===== src/rtl/baud_gen_frac.sv =====
// Fractional baud-rate generator: an integer period counter stretched by one
// cycle whenever a fractional accumulator carries, plus an oversample phase counter.
module baud_gen_frac #(
    parameter int WIDTH      = 16,
    parameter int FRAC_BITS  = 4,
    parameter int OVERSAMPLE = 16
) (
    input  logic                          clock,
    input  logic                          reset,
    input  logic                          enable,
    input  logic [WIDTH-1:0]              div_int,
    input  logic [FRAC_BITS-1:0]          div_frac,
    input  logic                          update,
    input  logic                          realign,
    output logic                          ce_os,
    output logic                          ce_bit,
    output logic [$clog2(OVERSAMPLE)-1:0] os_phase
);

    localparam int OS_W = $clog2(OVERSAMPLE);
    localparam logic [OS_W-1:0] OS_LAST = OS_W'(OVERSAMPLE - 1);
    localparam logic [OS_W-1:0] OS_HALF = OS_W'(OVERSAMPLE / 2);

    logic [WIDTH-1:0]     div_int_q;
    logic [FRAC_BITS-1:0] div_frac_q;
    logic [WIDTH-1:0]     cnt;
    logic [FRAC_BITS-1:0] acc;
    logic                 ext;
    logic [OS_W-1:0]      os_cnt;

    logic [WIDTH:0]       limit;
    logic                 wrap;
    logic [FRAC_BITS:0]   acc_sum;

    // Limit is kept one bit wider so div_int_q at full scale plus ext never truncates.
    assign limit    = {1'b0, div_int_q} + {{WIDTH{1'b0}}, ext};
    assign wrap     = ({1'b0, cnt} == limit);
    assign acc_sum  = {1'b0, acc} + {1'b0, div_frac_q};
    assign os_phase = os_cnt;

    always_ff @(posedge clock or posedge reset) begin
        if (reset) begin
            div_int_q  <= '0;
            div_frac_q <= '0;
            cnt        <= '0;
            acc        <= '0;
            ext        <= 1'b0;
            os_cnt     <= '0;
            ce_os      <= 1'b0;
            ce_bit     <= 1'b0;
        end else if (update) begin
            div_int_q  <= div_int;
            div_frac_q <= div_frac;
            cnt        <= '0;
            acc        <= '0;
            ext        <= 1'b0;
            os_cnt     <= '0;
            ce_os      <= 1'b0;
            ce_bit     <= 1'b0;
        end else if (realign) begin
            // Starting half-way through the bit puts the next ce_bit at mid-bit.
            cnt        <= '0;
            acc        <= '0;
            ext        <= 1'b0;
            os_cnt     <= OS_HALF;
            ce_os      <= 1'b0;
            ce_bit     <= 1'b0;
        end else if (enable) begin
            if (wrap) begin
                cnt    <= '0;
                acc    <= acc_sum[FRAC_BITS-1:0];
                ext    <= acc_sum[FRAC_BITS];
                os_cnt <= os_cnt + OS_W'(1);
                ce_os  <= 1'b1;
                ce_bit <= (os_cnt == OS_LAST);
            end else begin
                cnt    <= cnt + WIDTH'(1);
                ce_os  <= 1'b0;
                ce_bit <= 1'b0;
            end
        end else begin
            ce_os  <= 1'b0;
            ce_bit <= 1'b0;
        end
    end

endmodule


===== config.mk =====
export PLATFORM = sky130hd
export DESIGN_NAME = baud_gen_frac
export DESIGN_NICKNAME = d
export VERILOG_FILES = /design/src/rtl/baud_gen_frac.sv
export SDC_FILE = /design/constraint.sdc
export NUM_CORES = 1
export LEC_CHECK = 0
export CAP_MARGIN = 20
export CORE_MARGIN = 10
export CORE_UTILIZATION = 52
export CTS_CLUSTER_DIAMETER = 30
export DETAILED_ROUTE_END_ITERATION = 12
export PLACE_DENSITY_LB_ADDON = 0.25
export SLEW_MARGIN = 20
export SYNTH_ARGS = -nofsm -noshare
export SYNTH_HDL_FRONTEND = slang
export SYNTH_SLANG_ARGS = --single-unit

===== constraint.sdc =====
create_clock -name clock -period 5 [get_ports clock]
set_input_delay 1.25 -clock clock [delete_from_list [all_inputs] [get_ports clock]]
set_output_delay 1.25 -clock clock [all_outputs]
set_load 0.03 [all_outputs]

=== Word-level counts from Yosys, hierarchy flattened ===
Index checks and enable logic that the tools add are counted.
W data, S select, Z words.

* Input bits: 25
* Register bits: 47
* Output and inout port bits: 6

* Add/sub/neg operators: 4
* Muxes and demuxes: 24
* Reductions and logical operators: 3
* Equality and inequality tests: 2

{| class="wikitable"
|+ Operators with widths
! operator !! number
|-
| $mux W16 || 4
|-
| $mux W4 || 8
|-
| $add A16 B1 Y17 || 1
|-
| $eq A16 B17 Y1 || 1
|-
| $add A16 B1 Y16 const B || 1
|-
| $mux W1 || 12
|-
| $reduce_bool A3 Y1 || 2
|-
| $add A4 B4 Y5 || 1
|-
| $add A4 B1 Y4 const B || 1
|-
| $eq A4 B4 Y1 const B || 1
|-
| $reduce_and A2 Y1 || 1
|}

=== Logic depth before layout (Yosys ltp) ===
* Word-level depth: 6
* Gate-level depth with buffers: 11

=== Least setup slack after synthesis ===
Ideal clock, no wire load.

* Path kind: register to register
* From: register div_int_q[0]
* To: register cnt[15]
* Path slack: 1.985 ns
* Buffers on the path: 1
* Arrival time: 2.879 ns
* Cell stages (with the launch flop): 11
* Data required time: 4.864 ns
* Period minus slack after synthesis: 3.015 ns
* Cell sequence: dfrtp_1 > ha_1 > ha_1 > nand4_1 > or4_1 > mux2i_1 > a2111oi_2 > o2111ai_2 > nor3_4 > buf_4 > nor3_1

* Longest elaborated chain between the ends: 6

{| class="wikitable"
|+ Ends and longest elaborated chain
! element !! line !! RTL
|-
| from (decl) || 24 || <nowiki>logic [WIDTH-1:0] div_int_q;</nowiki>
|-
| from (signal assigned) || 52 || <nowiki>div_int_q <= div_int;</nowiki>
|-
| $add A16 B1 Y17 || 36 || <nowiki>assign limit = {1'b0, div_int_q} + {{WIDTH{1'b0}}, ext};</nowiki>
|-
| $eq A16 B17 Y1 || 37 || <nowiki>assign wrap = ({1'b0, cnt} == limit);</nowiki>
|-
| $mux W16 || 69 || <nowiki>if (wrap) begin</nowiki>
|-
| $mux W16 || 68 || <nowiki>end else if (enable) begin</nowiki>
|-
| $mux W16 || 60 || <nowiki>end else if (realign) begin</nowiki>
|-
| $mux W16 || 51 || <nowiki>end else if (update) begin</nowiki>
|-
| to (signal assigned) || 77 || <nowiki>cnt <= cnt + WIDTH'(1);</nowiki>
|-
| to (decl) || 26 || <nowiki>logic [WIDTH-1:0] cnt;</nowiki>
|}

Every way passes these cells. The select of a mux whose other input is x is not followed.
A chain may end at the register's enable or synchronous reset.

=== Final worst setup path ===
* From: register ext
* To: register ext

* Longest elaborated chain between the ends: 4

{| class="wikitable"
|+ Ends and longest elaborated chain
! element !! line !! RTL
|-
| from (decl) || 28 || <nowiki>logic ext;</nowiki>
|-
| from (signal assigned) || 72 || <nowiki>ext <= acc_sum[FRAC_BITS];</nowiki>
|-
| $add A16 B1 Y17 || 36 ||
|-
| $eq A16 B17 Y1 || 37 ||
|-
| $reduce_bool A3 Y1 (no source line) || -- ||
|-
| $reduce_and A2 Y1 (no source line) || -- ||
|}

Every way passes these cells.

==> results.md <==
- The flow ran to the end, and the final reports show no timing, DRC or antenna violations.
- In this run the tool buffered the top-level ports with 30 buffer cells.
- The required time of the critical path is 5.15 ns.
- Traced cell by cell, the critical path runs through ha_1, ha_1, nand4_1, or4_1, mux2i_1, a2111oi_2, o2111ai_2, nor3_4, a211oi_1.
- The global placer's final weighted congestion is 0.869.
- The starting density of the core is 0.549.
- The class of the tightest hold or removal check is reg -> reg.
- The pin slew with the least headroom to its limit is 0.807 ns.
- The number of antenna violations at the first check in global routing was 0.
- The via count of the first global-routing pass was 2,282.
- STA classifies the critical path endpoint as a flip-flop.
- The post-synthesis area per instance is 9.89 um^2.
- Adding up every negative setup slack in the final design gives 0 ns.
- The number of standard cells in the final layout excluding fillers is 384.
- The start-to-end type of the worst setup path is reg -> reg.
- Summing all multi-input logic gate instances after layout gives 0.00158 mm^2.
- The residual antenna-violating net count after detailed routing is 0.
- The number of buffers inserted during clock tree synthesis is 5.
- The max capacitance violation total is 0.
- For this run, the total global-route usage over all layers was measured as 0.147.
- The number of warnings reported in the yosys synthesis log is 0.
- The total placed cells including tap cells is 375.
- Synthesis handed over a netlist of 289 instances.
- The number of placement rows is 26.
- The growth of design area from synthesis to finish is 16.9%.
- The first global-routing pass estimated 10,800 um of wire.
- The sum of routed wire length over all layers is 6220 um.
- After synthesis, the cell types taking the most area are sky130_fd_sc_hd__dfrtp_1 (41%), sky130_fd_sc_hd__xnor2_1 (8.3%), sky130_fd_sc_hd__mux2_2 (6.3%).
- Setup violations remaining at the end of the flow were counted as 0.
- The hold violation count in the final report is 0.
- The filler cells instantiated in the layout total 446.
- The core box area is 0.00520 mm^2.
- The post-route DRC violation count is 0.
- Counting flops and latches in the post-synthesis netlist gives 47.
- The most frequent cell on the critical path is sky130_fd_sc_hd__ha_1.
- The power density over cell area is 255 mW/mm^2.
- The critical-path cell with the highest stage delay is sky130_fd_sc_hd__nor3_4.
- The netlist area before placement is 0.00286 mm^2.
- Summed over all layers, the global routing overflow is 0.
- The root buffer cell is sky130_fd_sc_hd__clkbuf_8.
- The placed wire-length estimate after detailed placement is 4480 um.
- In this run, synthesis inferred 0 flip-flops with an integrated enable.
- The die is 94.1 um wide.
- Using the TritonRoute via totals, the vias-per-cell ratio works out to 5.91.
- The H-tree generated during clock tree synthesis spans 2 levels.
- The count of boundary I/O pins is 31.
- The floorplan step defined a die boundary enclosing 0.00886 mm^2.
- Headroom to the max-slew limit came out at 0.461.
- Clock-pin slew was measured on the worst setup and hold paths at 0.08 ns.
- Measured along the y axis, the die boundary spans 94.1 um.
- In the final layout, flip-flops and latches occupy 0.00118 mm^2.
- Post-CTS repair changed the size of 0 cells.
- Buffers added to address setup during post-CTS repair amount to 0.
- The fmax is 0.268 GHz.
- For this run, the post-layout net count is 347.
- The cts-stage hold buffer count is 0.
- The worst-case clock buffer depth is 2.
- The clock reaches the later pin of the worst-skew pair after 0.30 ns.
- The critical path arrival is 3.89 ns.
- The fraction of synthesis flops using an asynchronous set or reset pin is 1.00.
- The largest stage delay on the critical path is 0.61 ns.
- Across all layers, the routed design uses 2,269 vias.
- Of all cell types, the one taking the most synthesized area is sky130_fd_sc_hd__dfrtp_1.
- TritonCTS built the clock tree.
- In this run, the number of DRC markers left after iteration 0 of detailed routing was 114.
- In the final routed layout, each cell accounts on average for 16.2 um.
- The shortest clock period the worst path allows after layout is 3.73 ns.
- In the final layout, the share of cells above drive strength 1 is 0.111.
- The largest fanout of any net on the critical path is 15.
- After synthesis, the most frequently instantiated cells are sky130_fd_sc_hd__dfrtp_1 (47), sky130_fd_sc_hd__xnor2_1 (27), sky130_fd_sc_hd__nand2_1 (19).
- The number of distinct library cells after synthesis is 52.
- The first detailed-routing pass took 4 iterations.
- The most frequent cell after synthesis is sky130_fd_sc_hd__dfrtp_1.
- The worst-case clock skew is 0.00517 ns.
- STA classifies the critical path startpoint as a flip-flop.
- The synthesized netlist net count is 323.
- The number of sinks on the clock net is 47.
- The number of antenna diodes in the final layout is 0.
- The share of the clock period used by the worst path after layout is 0.747.
- The most used flip-flop cell after synthesis is sky130_fd_sc_hd__dfrtp_1.
- The highest ir drop seen on vdd is 0.000223 V.
- In this run the static leakage power is 1.27 nW.
- The share of the Yosys chip area taken by registers is 0.412.
- Setup repair after global routing left no endpoint under its margin.
- The final number of max-transition violations came to 0.
- The share of the synthesized area in the top cell type is 0.412.
- Entering global routing, the biggest net connects 48 pins.
-- sequential cells by signal, indices dropped and copies added (netlist names) --
signal,cells
ce_os,1
div_int_q,16
ce_bit,1
acc,4
os_phase,4
ext,1
div_frac_q,4
cnt,16
-- routing by layer --
| metal | part of all wire | up-vias | GRT usage |
|---|---|---|---|
| met1 | 0.47 | 1105 | 0.190 |
| met3 | 0.058 | 13 | 0.0416 |
| met2 | 0.46 | 48 | 0.235 |
| met5 | 0 | - | 0 |
| li1 | - | 1103 | - |
| met4 | 0.015 | 0 | 0.0392 |
-- kinds of logic (layout without fill, tap and decap cells) --
family / count (synthesis) / count (layout) / share of synthesized area
xor+xnor: 38 / 38 / 0.116
buf+inv: 25 / 50 / 0.0355
mux: 19 / 19 / 0.0736
compound gates: 50 / 50 / 0.119
flops: 47 / 47 / 0.412
simple gates: 101 / 101 / 0.202
fa+ha+maj: 9 / 9 / 0.0420
-- stage by stage --
stage	hold slack, ns	setup WS [ns]	total power [mW]	util	cell area [um^2]
4_1_cts	0.524	1.27	0.861	0.638	3320
2_1_floorplan	0.487	1.99	0.495	-	2860
3_5_place_dp	0.505	1.19	0.533	0.613	3190
6_report	0.518	1.27	0.854	0.642	3340
3_3_place_gp	0.500	1.28	0.530	0.613	3190
5_1_grt	0.539	0.981	0.888	0.642	3340
-- where the power goes --
group | switching [mW] | leakage [nW] | internal, mW
combinational | 0.0511 | 0.588 | 0.0553
clock | 0.126 | 0.0654 | 0.200
sequential | 0.0245 | 0.612 | 0.396
-- path summary, 6_finish.rpt --
check	startpoint	end	slack [ns]	cells after the start
max in group asynchronous	reset	cnt[9]	3.22	3
max	ext	ext	1.27	9
min	div_frac_q[0]	div_frac_q[0]	0.52	1
min reg2reg	div_frac_q[0]	div_frac_q[0]	0.52	1
max reg2reg	ext	ext	1.27	9
min in group asynchronous	reset	div_frac_q[0]	1.28	2
-- layout make-up --
class                           instances  area share
Timing Repair Buffer                   32      0.0981
Clock buffer                            6      0.0217
Clock inverter                          2      0.0180
Multi-Input combinational cell        217       0.473
Tap cell                               70      0.0262
Sequential cell                        47       0.352
Inverter                               10      0.0112
-- cells in the final DEF, fill, tap and decap left out, drive strengths merged, types with 10 or more instances in the layout --
cell / n
a21oi: 14
clkdlybuf4s50: 30
dfrtp: 47
inv: 10
mux2: 16
nand2: 19
nand3: 16
nor2: 12
nor3: 18
xnor2: 27
xor2: 11
-- critical path, delay by kind of cell, from the launching register on --
family | cells | cell delay [ns]
compound gates | 3 | 1.13
fa+ha+maj | 2 | 0.55
flops | 1 | 0.36
mux | 1 | 0.19
simple gates | 3 | 1.34
(Power assumes the default switching activity.)
